`src/rtl/qspi_responder.sv`:
```
// QSPI read-only responder: Reset / PowerUp / quad Read (0xEB) with byte prefetch.
// Define QSPI_RESP_WRAP_EN to wrap reads inside an aligned 32-byte window.
module qspi_responder #(
    parameter int ADDR_W       = 24,
    parameter int DUMMY_CYCLES = 4
) (
    input  logic              clk,
    input  logic              rst,
    input  logic              sclk,
    input  logic              cs,
    input  logic [3:0]        io_in,
    output logic [3:0]        io_out,
    output logic              io_oe,
    output logic              mem_req,
    output logic [ADDR_W-1:0] mem_addr,
    input  logic              mem_ack,
    input  logic [7:0]        mem_rdata,
    output logic              powered_up,
    output logic              underrun
);
    localparam logic [7:0] OP_RESET = 8'h99;
    localparam logic [7:0] OP_PWRUP = 8'hAB;
    localparam logic [7:0] OP_READ  = 8'hEB;
    localparam int CW = 8;
    localparam logic [CW-1:0] CMD_LAST   = CW'(7);
    localparam logic [CW-1:0] ADDR_LAST  = CW'(ADDR_W / 4 - 1);
    localparam logic [CW-1:0] DUMMY_LAST = CW'(DUMMY_CYCLES - 1);

    typedef enum logic [2:0] {IDLE, CMD, ADDR, DUMMY, DATA, IGNORE} state_t;

    state_t            state;
    logic [2:0]        sclk_sync;
    logic [2:0]        cs_sync;
    logic [3:0]        io_s1;
    logic [3:0]        io_s2;
    logic [1:0]        settle;
    logic              cs_ok;
    logic [CW-1:0]     cnt;
    logic [6:0]        cmd_sh;
    logic [ADDR_W-5:0] addr_sh;
    logic [ADDR_W-1:0] nxt_addr;
    logic [ADDR_W-1:0] cur_addr;
    logic [7:0]        buf_q;
    logic [7:0]        cur_q;
    logic              buf_valid;
    logic              cur_ok;
    logic              lo;
    logic              armed;
    logic              pend;
    logic              stale;

    logic              sclk_rise;
    logic              sclk_fall;
    logic              cs_rise;
    logic              cs_fall;
    logic [7:0]        opcode;
    logic [ADDR_W-1:0] addr_full;
    logic              ack_live;
    logic              hit_nxt;
    logic              hit_cur;
    logic [7:0]        nbyte;
    logic [7:0]        cbyte;
    logic              adv;

    function automatic logic [ADDR_W-1:0] inc(input logic [ADDR_W-1:0] a);
`ifdef QSPI_RESP_WRAP_EN
        return {a[ADDR_W-1:5], a[4:0] + 5'd1};
`else
        return a + ADDR_W'(1);
`endif
    endfunction

    assign sclk_rise = sclk_sync[1] & ~sclk_sync[2];
    assign sclk_fall = ~sclk_sync[1] & sclk_sync[2];
    assign cs_rise   = cs_sync[1] & ~cs_sync[2] & cs_ok;
    assign cs_fall   = ~cs_sync[1] & cs_sync[2];
    assign opcode    = {cmd_sh, io_s2[0]};
    assign addr_full = {addr_sh, io_s2};
    assign ack_live  = mem_req & mem_ack & ~stale;
    assign hit_nxt   = ack_live && (mem_addr == nxt_addr);
    assign hit_cur   = ack_live && (mem_addr == cur_addr);
    assign nbyte     = buf_valid ? buf_q : mem_rdata;
    assign cbyte     = cur_ok ? cur_q : mem_rdata;
    assign adv       = (state == DUMMY && sclk_rise && cnt == DUMMY_LAST)
                     || (state == DATA && sclk_fall && armed);

    // Bring sclk, cs and the data lines into the clk domain with equal delay;
    // cs is only trusted once it has been seen low after reset.
    always_ff @(posedge clk or negedge rst) begin
        if (!rst) begin
            sclk_sync <= '0;
            cs_sync   <= '0;
            io_s1     <= '0;
            io_s2     <= '0;
            settle    <= '0;
            cs_ok     <= 1'b0;
        end else begin
            sclk_sync <= {sclk_sync[1:0], sclk};
            cs_sync   <= {cs_sync[1:0], cs};
            io_s1     <= io_in;
            io_s2     <= io_s1;
            settle    <= {settle[0], 1'b1};
            if (settle[1] && !cs_sync[1])
                cs_ok <= 1'b1;
        end
    end

    // Transaction FSM, fetch tracking and nibble output.
    always_ff @(posedge clk or negedge rst) begin
        if (!rst) begin
            state      <= IDLE;
            io_out     <= '0;
            io_oe      <= 1'b0;
            mem_req    <= 1'b0;
            mem_addr   <= '0;
            powered_up <= 1'b0;
            underrun   <= 1'b0;
            cnt        <= '0;
            cmd_sh     <= '0;
            addr_sh    <= '0;
            nxt_addr   <= '0;
            cur_addr   <= '0;
            buf_q      <= '0;
            cur_q      <= '0;
            buf_valid  <= 1'b0;
            cur_ok     <= 1'b0;
            lo         <= 1'b0;
            armed      <= 1'b0;
            pend       <= 1'b0;
            stale      <= 1'b0;
        end else begin
            if (mem_req && mem_ack) begin
                mem_req <= 1'b0;
                stale   <= 1'b0;
                if (hit_nxt) begin
                    buf_q     <= mem_rdata;
                    buf_valid <= 1'b1;
                end else if (hit_cur) begin
                    cur_q  <= mem_rdata;
                    cur_ok <= 1'b1;
                end
            end else if (!mem_req && pend) begin
                mem_req  <= 1'b1;
                mem_addr <= nxt_addr;
                pend     <= 1'b0;
            end

            if (cs_fall) begin
                state     <= IDLE;
                io_oe     <= 1'b0;
                io_out    <= '0;
                pend      <= 1'b0;
                buf_valid <= 1'b0;
                cur_ok    <= 1'b0;
                if (mem_req && !mem_ack)
                    stale <= 1'b1;
            end else begin
                unique case (state)
                    IDLE: begin
                        if (cs_rise) begin
                            state    <= CMD;
                            cnt      <= '0;
                            underrun <= 1'b0;
                        end
                    end
                    CMD: begin
                        if (sclk_rise) begin
                            cmd_sh <= opcode[6:0];
                            cnt    <= cnt + CW'(1);
                            if (cnt == CMD_LAST) begin
                                cnt   <= '0;
                                state <= IGNORE;
                                case (opcode)
                                    OP_RESET: powered_up <= 1'b0;
                                    OP_PWRUP: powered_up <= 1'b1;
                                    OP_READ:  if (powered_up) state <= ADDR;
                                    default:  state <= IGNORE;
                                endcase
                            end
                        end
                    end
                    ADDR: begin
                        if (sclk_rise) begin
                            addr_sh <= addr_full[ADDR_W-5:0];
                            cnt     <= cnt + CW'(1);
                            if (cnt == ADDR_LAST) begin
                                cnt       <= '0;
                                state     <= DUMMY;
                                nxt_addr  <= addr_full;
                                buf_valid <= 1'b0;
                                cur_ok    <= 1'b0;
                                lo        <= 1'b0;
                                armed     <= 1'b0;
                                if (mem_req) begin
                                    pend <= 1'b1;
                                end else begin
                                    mem_req  <= 1'b1;
                                    mem_addr <= addr_full;
                                end
                            end
                        end
                    end
                    DUMMY: begin
                        if (sclk_rise) begin
                            cnt <= cnt + CW'(1);
                            if (cnt == DUMMY_LAST) begin
                                cnt   <= '0;
                                state <= DATA;
                                io_oe <= 1'b1;
                            end
                        end
                    end
                    DATA: begin
                        if (sclk_rise)
                            armed <= 1'b1;
                        else if (sclk_fall)
                            armed <= 1'b0;
                    end
                    IGNORE: begin
                    end
                    default: state <= IDLE;
                endcase

                if (adv) begin
                    if (!lo) begin
                        lo       <= 1'b1;
                        cur_addr <= nxt_addr;
                        nxt_addr <= inc(nxt_addr);
                        if (buf_valid || hit_nxt) begin
                            io_out    <= nbyte[7:4];
                            cur_q     <= nbyte;
                            cur_ok    <= 1'b1;
                            buf_valid <= 1'b0;
                        end else begin
                            io_out   <= 4'h0;
                            underrun <= 1'b1;
                            cur_ok   <= 1'b0;
                        end
                        if (mem_req) begin
                            pend <= 1'b1;
                        end else begin
                            mem_req  <= 1'b1;
                            mem_addr <= inc(nxt_addr);
                        end
                    end else begin
                        lo <= 1'b0;
                        if (cur_ok || hit_cur) begin
                            io_out <= cbyte[3:0];
                        end else begin
                            io_out   <= 4'h0;
                            underrun <= 1'b1;
                        end
                    end
                end
            end
        end
    end
endmodule

```
`config.mk`:
```
export PLATFORM = sky130hd
export DESIGN_NAME = qspi_responder
export DESIGN_NICKNAME = d
export VERILOG_FILES = /design/src/rtl/qspi_responder.sv
export SDC_FILE = /design/constraint.sdc
export NUM_CORES = 1
export LEC_CHECK = 0
export BUFFER_PORTS_ARGS = -buffer_cell sky130_fd_sc_hd__buf_4
export CAP_MARGIN = 20
export CORE_ASPECT_RATIO = 2
export CORE_UTILIZATION = 45
export CTS_CLUSTER_SIZE = 16
export DETAILED_ROUTE_END_ITERATION = 16
export GPL_TIMING_DRIVEN = 1
export PLACE_DENSITY = 0.62
export SYNTH_ARGS = -nofsm -noshare
export SYNTH_HDL_FRONTEND = slang
export SYNTH_SLANG_ARGS = --single-unit
```
`constraint.sdc`:
```
create_clock -name clk -period 2.5 [get_ports clk]
set_clock_uncertainty 0.05 [all_clocks]
set_input_delay 0.5 -clock clk [delete_from_list [all_inputs] [get_ports clk]]
set_output_delay 0.5 -clock clk [all_outputs]
set_load 0.02 [all_outputs]
```
; ---- After elaboration in Yosys (flattened, before gate mapping)
; Cells that the tools add are included.
; W data, S select, Z words.
[word_totals]
regBits = 157
in_bits = 17
word_cells = 216
[classes]
n_addsub = 2
eq_ne = 27
muxes = 109
bitwise = 14
n_reduce_logical = 38
[op_table]
columns = cell, count
row1 = $mux W24, 15
row2 = $mux W8, 15
row3 = $mux W1, 59
row4 = $eq A24 B24 Y1, 2
row5 = $pmux W8 S4, 1
row6 = $mux W3, 10
row7 = $add A24 B1 Y24 const B, 1
row8 = $eq A8 B8 Y1 const B, 3
row9 = $mux W4, 6
row10 = $ne A3 B3 Y1 const B, 7
row11 = $reduce_bool A2 Y1, 9
row12 = $eq A8 B3 Y1 const B, 2
row13 = $pmux W3 S5, 1
row14 = $reduce_and A3 Y1, 4
row15 = $logic_and A1 B1 Y1, 10
row16 = $ne A2 B2 Y1 const B, 5
row17 = $reduce_and A5 Y1, 2
row18 = $add A8 B1 Y8 const B, 1
row19 = $eq A8 B2 Y1 const B, 1
row20 = $reduce_and A8 Y1, 1
row21 = $and A1 B1 Y1, 7
row22 = $not A1 Y1, 7
row23 = $eq A3 B2 Y1 const B, 2
row24 = $eq A3 B3 Y1 const B, 2
row25 = 12 further kinds, 17

; ---- Longest topological paths before layout
[depth]
depth_word = 12
mapped_depth = 9
ltp_nobuf = 8

; ---- Worst setup path after synthesis
; Ideal clock, no wire load.
[synth_path]
kind = reg2reg
startpoint = register nxt_addr[13]
endpoint = register cur_q[0]
setup_ps = 80
arrival_ps = 2231
required_time_ps = 2370
path_slack_ps = 139
stages_incl_launch_ff = 7
path_buffers = 1
cell_sequence = dfrtp_1 clkbuf_1 xor2_1 or4_1 nor4_2 mux2i_1 mux2i_1
[synth_between]
elab_chain_cells = 8
[synth_rtl]
columns = element, line_no
row1 = start: declaration, 41  ; logic [ADDR_W-1:0] nxt_addr;
row2 = start signal: assignment, 189  ; nxt_addr <= addr_full;
row3 = start signal: assignment, 228  ; nxt_addr <= inc(nxt_addr);
row4 = $eq A24 B24 Y1 (*), 80  ; assign hit_nxt = ack_live && (mem_addr == nxt_addr);
row5 = $logic_and A1 B1 Y1 (*), 80
row6 = $mux W8, 135  ; if (hit_nxt) begin
row7 = $mux W8, 132  ; if (mem_req && mem_ack) begin
row8 = $mux W8, 229  ; if (buf_valid || hit_nxt) begin
row9 = $mux W8, 225  ; if (!lo) begin
row10 = $mux W8, 224  ; if (adv) begin
row11 = $mux W8 (*), 148  ; if (cs_fall) begin
row12 = end signal: assignment, 139  ; cur_q <= mem_rdata;
row13 = end signal: assignment, 231  ; cur_q <= nbyte;
row14 = end: declaration, 44  ; logic [7:0] cur_q;
; Mark *: on every way between the ends. The rest lies on a longest branch, timed or not.
; A chain may end at the register's enable or synchronous reset.

; ---- Worst setup path after layout
[layout_path]
startpoint = register nxt_addr[7]
endpoint = register io_out[3]
[layout_between]
elab_chain_cells = 7
[layout_rtl]
columns = element, line_no
row1 = $eq A24 B24 Y1, 80
row2 = $logic_and A1 B1 Y1, 80
row3 = $logic_or A1 B1 Y1, 229
row4 = $mux W4, 229
row5 = $mux W4, 225
row6 = $mux W4, 224
row7 = $mux W4, 148
row8 = end signal: assignment, 230  ; io_out <= nbyte[7:4];
row9 = end signal: assignment, 248  ; io_out <= cbyte[3:0];
row10 = end: declaration, 12  ; output logic [3:0] io_out,
; Every way passes these cells. The select of a mux whose other input is x is not followed.

==> metrics.txt <==
Post-synth EDFFs=0; core area=17400 sq um; residual DRC count=0; Remaining Overflow, GRT=0; CTS tree=yes; synth-to-layout area growth=21.8%; WL per Instance=20.8 um; largest net degree at the start of global routing=48; unrepaired setup endpoints after global routing=yes; first drt pass iteration count=6; cell taking the most area after synthesis=dfrtp_1; Placement Setup Slack=-0.208 ns; Multi-input gate area=3960 sq um; R2R cell count=7; antenna viol nets, final=0; Cells after Synth=836; Startpoint Class=flip-flop; synthesized area=8020 sq um; fmax=405 MHz; Arr. time, crit path=2.79 ns; maximum fanout along the worst path=2; max-slew violations=0; # port buffers=48; hold_sp=io_in[3]; detailed placement HPWL=18300 um; Util after Layout=56.3%; CP Capture Type=flip-flop; Slew HR=37.1%; cell leakage power=4.91 nW; CTS H-Tree Depth=4; clk root buf=clkbuf_16; DR iter-0 viols=597; pwr/cell area=883 nW/um^2; Worst Max-Slew Pin Slew=0.941 ns; Hold Crit Class=in -> reg; Ports=49; first-pass GRT wire length=38000 um; width of the die=96.4 um; Post-synth top cells=153 x dfrtp_1, 133 x nand2_1, 68 x nor2_1; CP delay by family, top=simple AND/OR/NAND/NOR gates; Die Height=191 um; share of flip-flops with an asynchronous set or reset=100%; most common cell in the netlist=dfrtp_1; Seq cells post-synth=153; full die area=18400 sq um; top_reg_cell synth=dfrtp_1; Hold Path Depth=1; syn avg cell area=9.60 sq um; FF-to-FF setup slack=0.03 ns; critical-path cell list=xor2_1, nor4_2, buf_4, nand3_1, or4_1, o31a_1, o21ai_1; initial antenna violation count=0; R2R Path End=io_out[3]; clk buf depth=2; register area=3830 sq um; Req. time, crit path=2.82 ns; clock-pin slew on the worst setup and hold paths=0.07 ns; Hold Slack=0.119 ns; final setup fails=0; Reg-to-Reg Start=nxt_addr[7]; Pwr Total=0.00863 W; Via-to-Cell Ratio=5.99; slowest CP cell=or4_1; Total GRT Usage=28.1%; Fillers=1540; Syn. warnings=0; status=completed; Yosys top cell area share=47.7%; syn_nets=858; CTS Buf Count=17; final wirelength=24100 um; top post-synthesis cells by area=dfrtp_1 48%, nand2_1 6.2%, mux2_2 5.2%, xor2_1 5.0%, nor2_1 3.2%; Final Wtd Congestion=0.975; final worst-path cycle share=98.8%; final worst setup slack=0.0292 ns; Synth cell types=65; routed vias=6949; peak ir drop on the vdd network=0.415 mV; final-stage net count=960; CP Class=reg -> reg; maximum capacitance violations=0; post-layout min period=2.47 ns; total clock sinks=153; Buf/Inv on CP=1; initial core utilization=46.2%; CP max stage delay=0.65 ns; Seq/Total Area, Yosys=47.7%; Final Hold Viols=0; vias in the first global route=7186; Rows=68; clk_lat worst skew=0.44 ns; layout cell share with drive strength beyond 1=23.9%; end of the worst hold path=io_s1[3]; ant diodes=0
registers in the layout, indices dropped and copies added, names as in the netlist, 4 cells and up, named ones only:
signal / cells
mem_addr: 24
io_out: 4
io_s1: 4
nxt_addr: 24
cur_addr: 24
cur_q: 4
buf_q: 8
cmd_sh: 7
cnt: 8
io_s2: 4
addr_sh: 20
stage by stage:
stage	std cells	setup TNS (ns)	area [sq um]
after floorplan	836	0	8020
after global placement	1123	-1.81	9100
after detailed placement	1123	-2.08	9100
after CTS	1157	0	9720
after global routing	1161	-0.130	9780
final	1161	0	9780
worst max-delay path by stage:
stage / from / endpoint / cells past startpoint
after global routing: cnt[3] / state[1] / 6
after floorplan: nxt_addr[13] / cur_q[0] / 6
after global placement: mem_addr[23] / io_out[3] / 7
after detailed placement: mem_addr[23] / cur_q[3] / 9
after CTS: nxt_addr[7] / cur_q[3] / 9
final: nxt_addr[7] / io_out[3] / 7
cells by family (layout without fill, tap and decap cells):
logic type      Yosys count  in the layout  share of synthesized area (%)
compound gates          161            161                           13.1
xor+xnor                 69             69                           7.53
fa+ha+maj                 5              5                          0.780
buf+inv                  68            183                           3.62
flops                   153            153                           47.7
mux                      61             61                           8.19
other cells               1              1                         0.0467
simple gates            318            318                           19.0
layout make-up:
| class | count | share of cell area (%) |
|---|---|---|
| Inverter | 16 | 0.614 |
| Timing Repair Buffer | 135 | 11.1 |
| Tap cell | 210 | 2.69 |
| Clock buffer | 17 | 4.35 |
| Multi-Input combinational cell | 615 | 40.5 |
| Clock inverter | 15 | 1.63 |
| Sequential cell | 153 | 39.2 |
per-layer routing:
| layer | share of wire (%) | track usage [%] | wire length (um) |
|---|---|---|---|
| met1 | 35 | 29.0 | 8390 |
| met2 | 53 | 49.7 | 12700 |
| met3 | 4.3 | 4.31 | 1030 |
| met4 | 8.3 | 20.2 | 2010 |
| met5 | 0 | 0 | 0 |
placed cells by master, fill, tap and decap left out, types with 4 or more instances in the layout:
master	count
a21oi_1	46
a22oi_1	7
a31oi_1	5
and3_1	4
and4_1	4
buf_12	5
buf_4	128
clkbuf_16	17
dfrtp_1	152
ha_1	5
inv_1	15
inv_6	7
mux2_2	37
mux2i_1	24
nand2_1	133
nand2b_1	5
nand3_1	26
nand3b_1	8
nand4_1	11
nor2_1	68
nor2b_1	5
nor3_1	14
nor4_1	13
nor4_2	4
o211ai_1	4
o21ai_0	21
o22a_1	4
o22ai_1	35
o32ai_1	4
or4_1	5
xnor2_1	23
xor2_1	46
power by group:
part,internal [W],switching (W)
clock network,0.00141,0.00118
registers,0.00287,0.000455
logic,0.00117,0.00154
total,0.00546,0.00318
what timing repair did:
item | 4_1_cts | 5_1_grt
endpoints found under the setup margin | 19 | 32
hold endpoints to repair | 44 | 0
pin swaps | 2 | 6
resized for setup | 3 | 6
buffers inserted | 1 | 4
hold buffers | 1 | 0
Power figures use the tool's default switching activity.
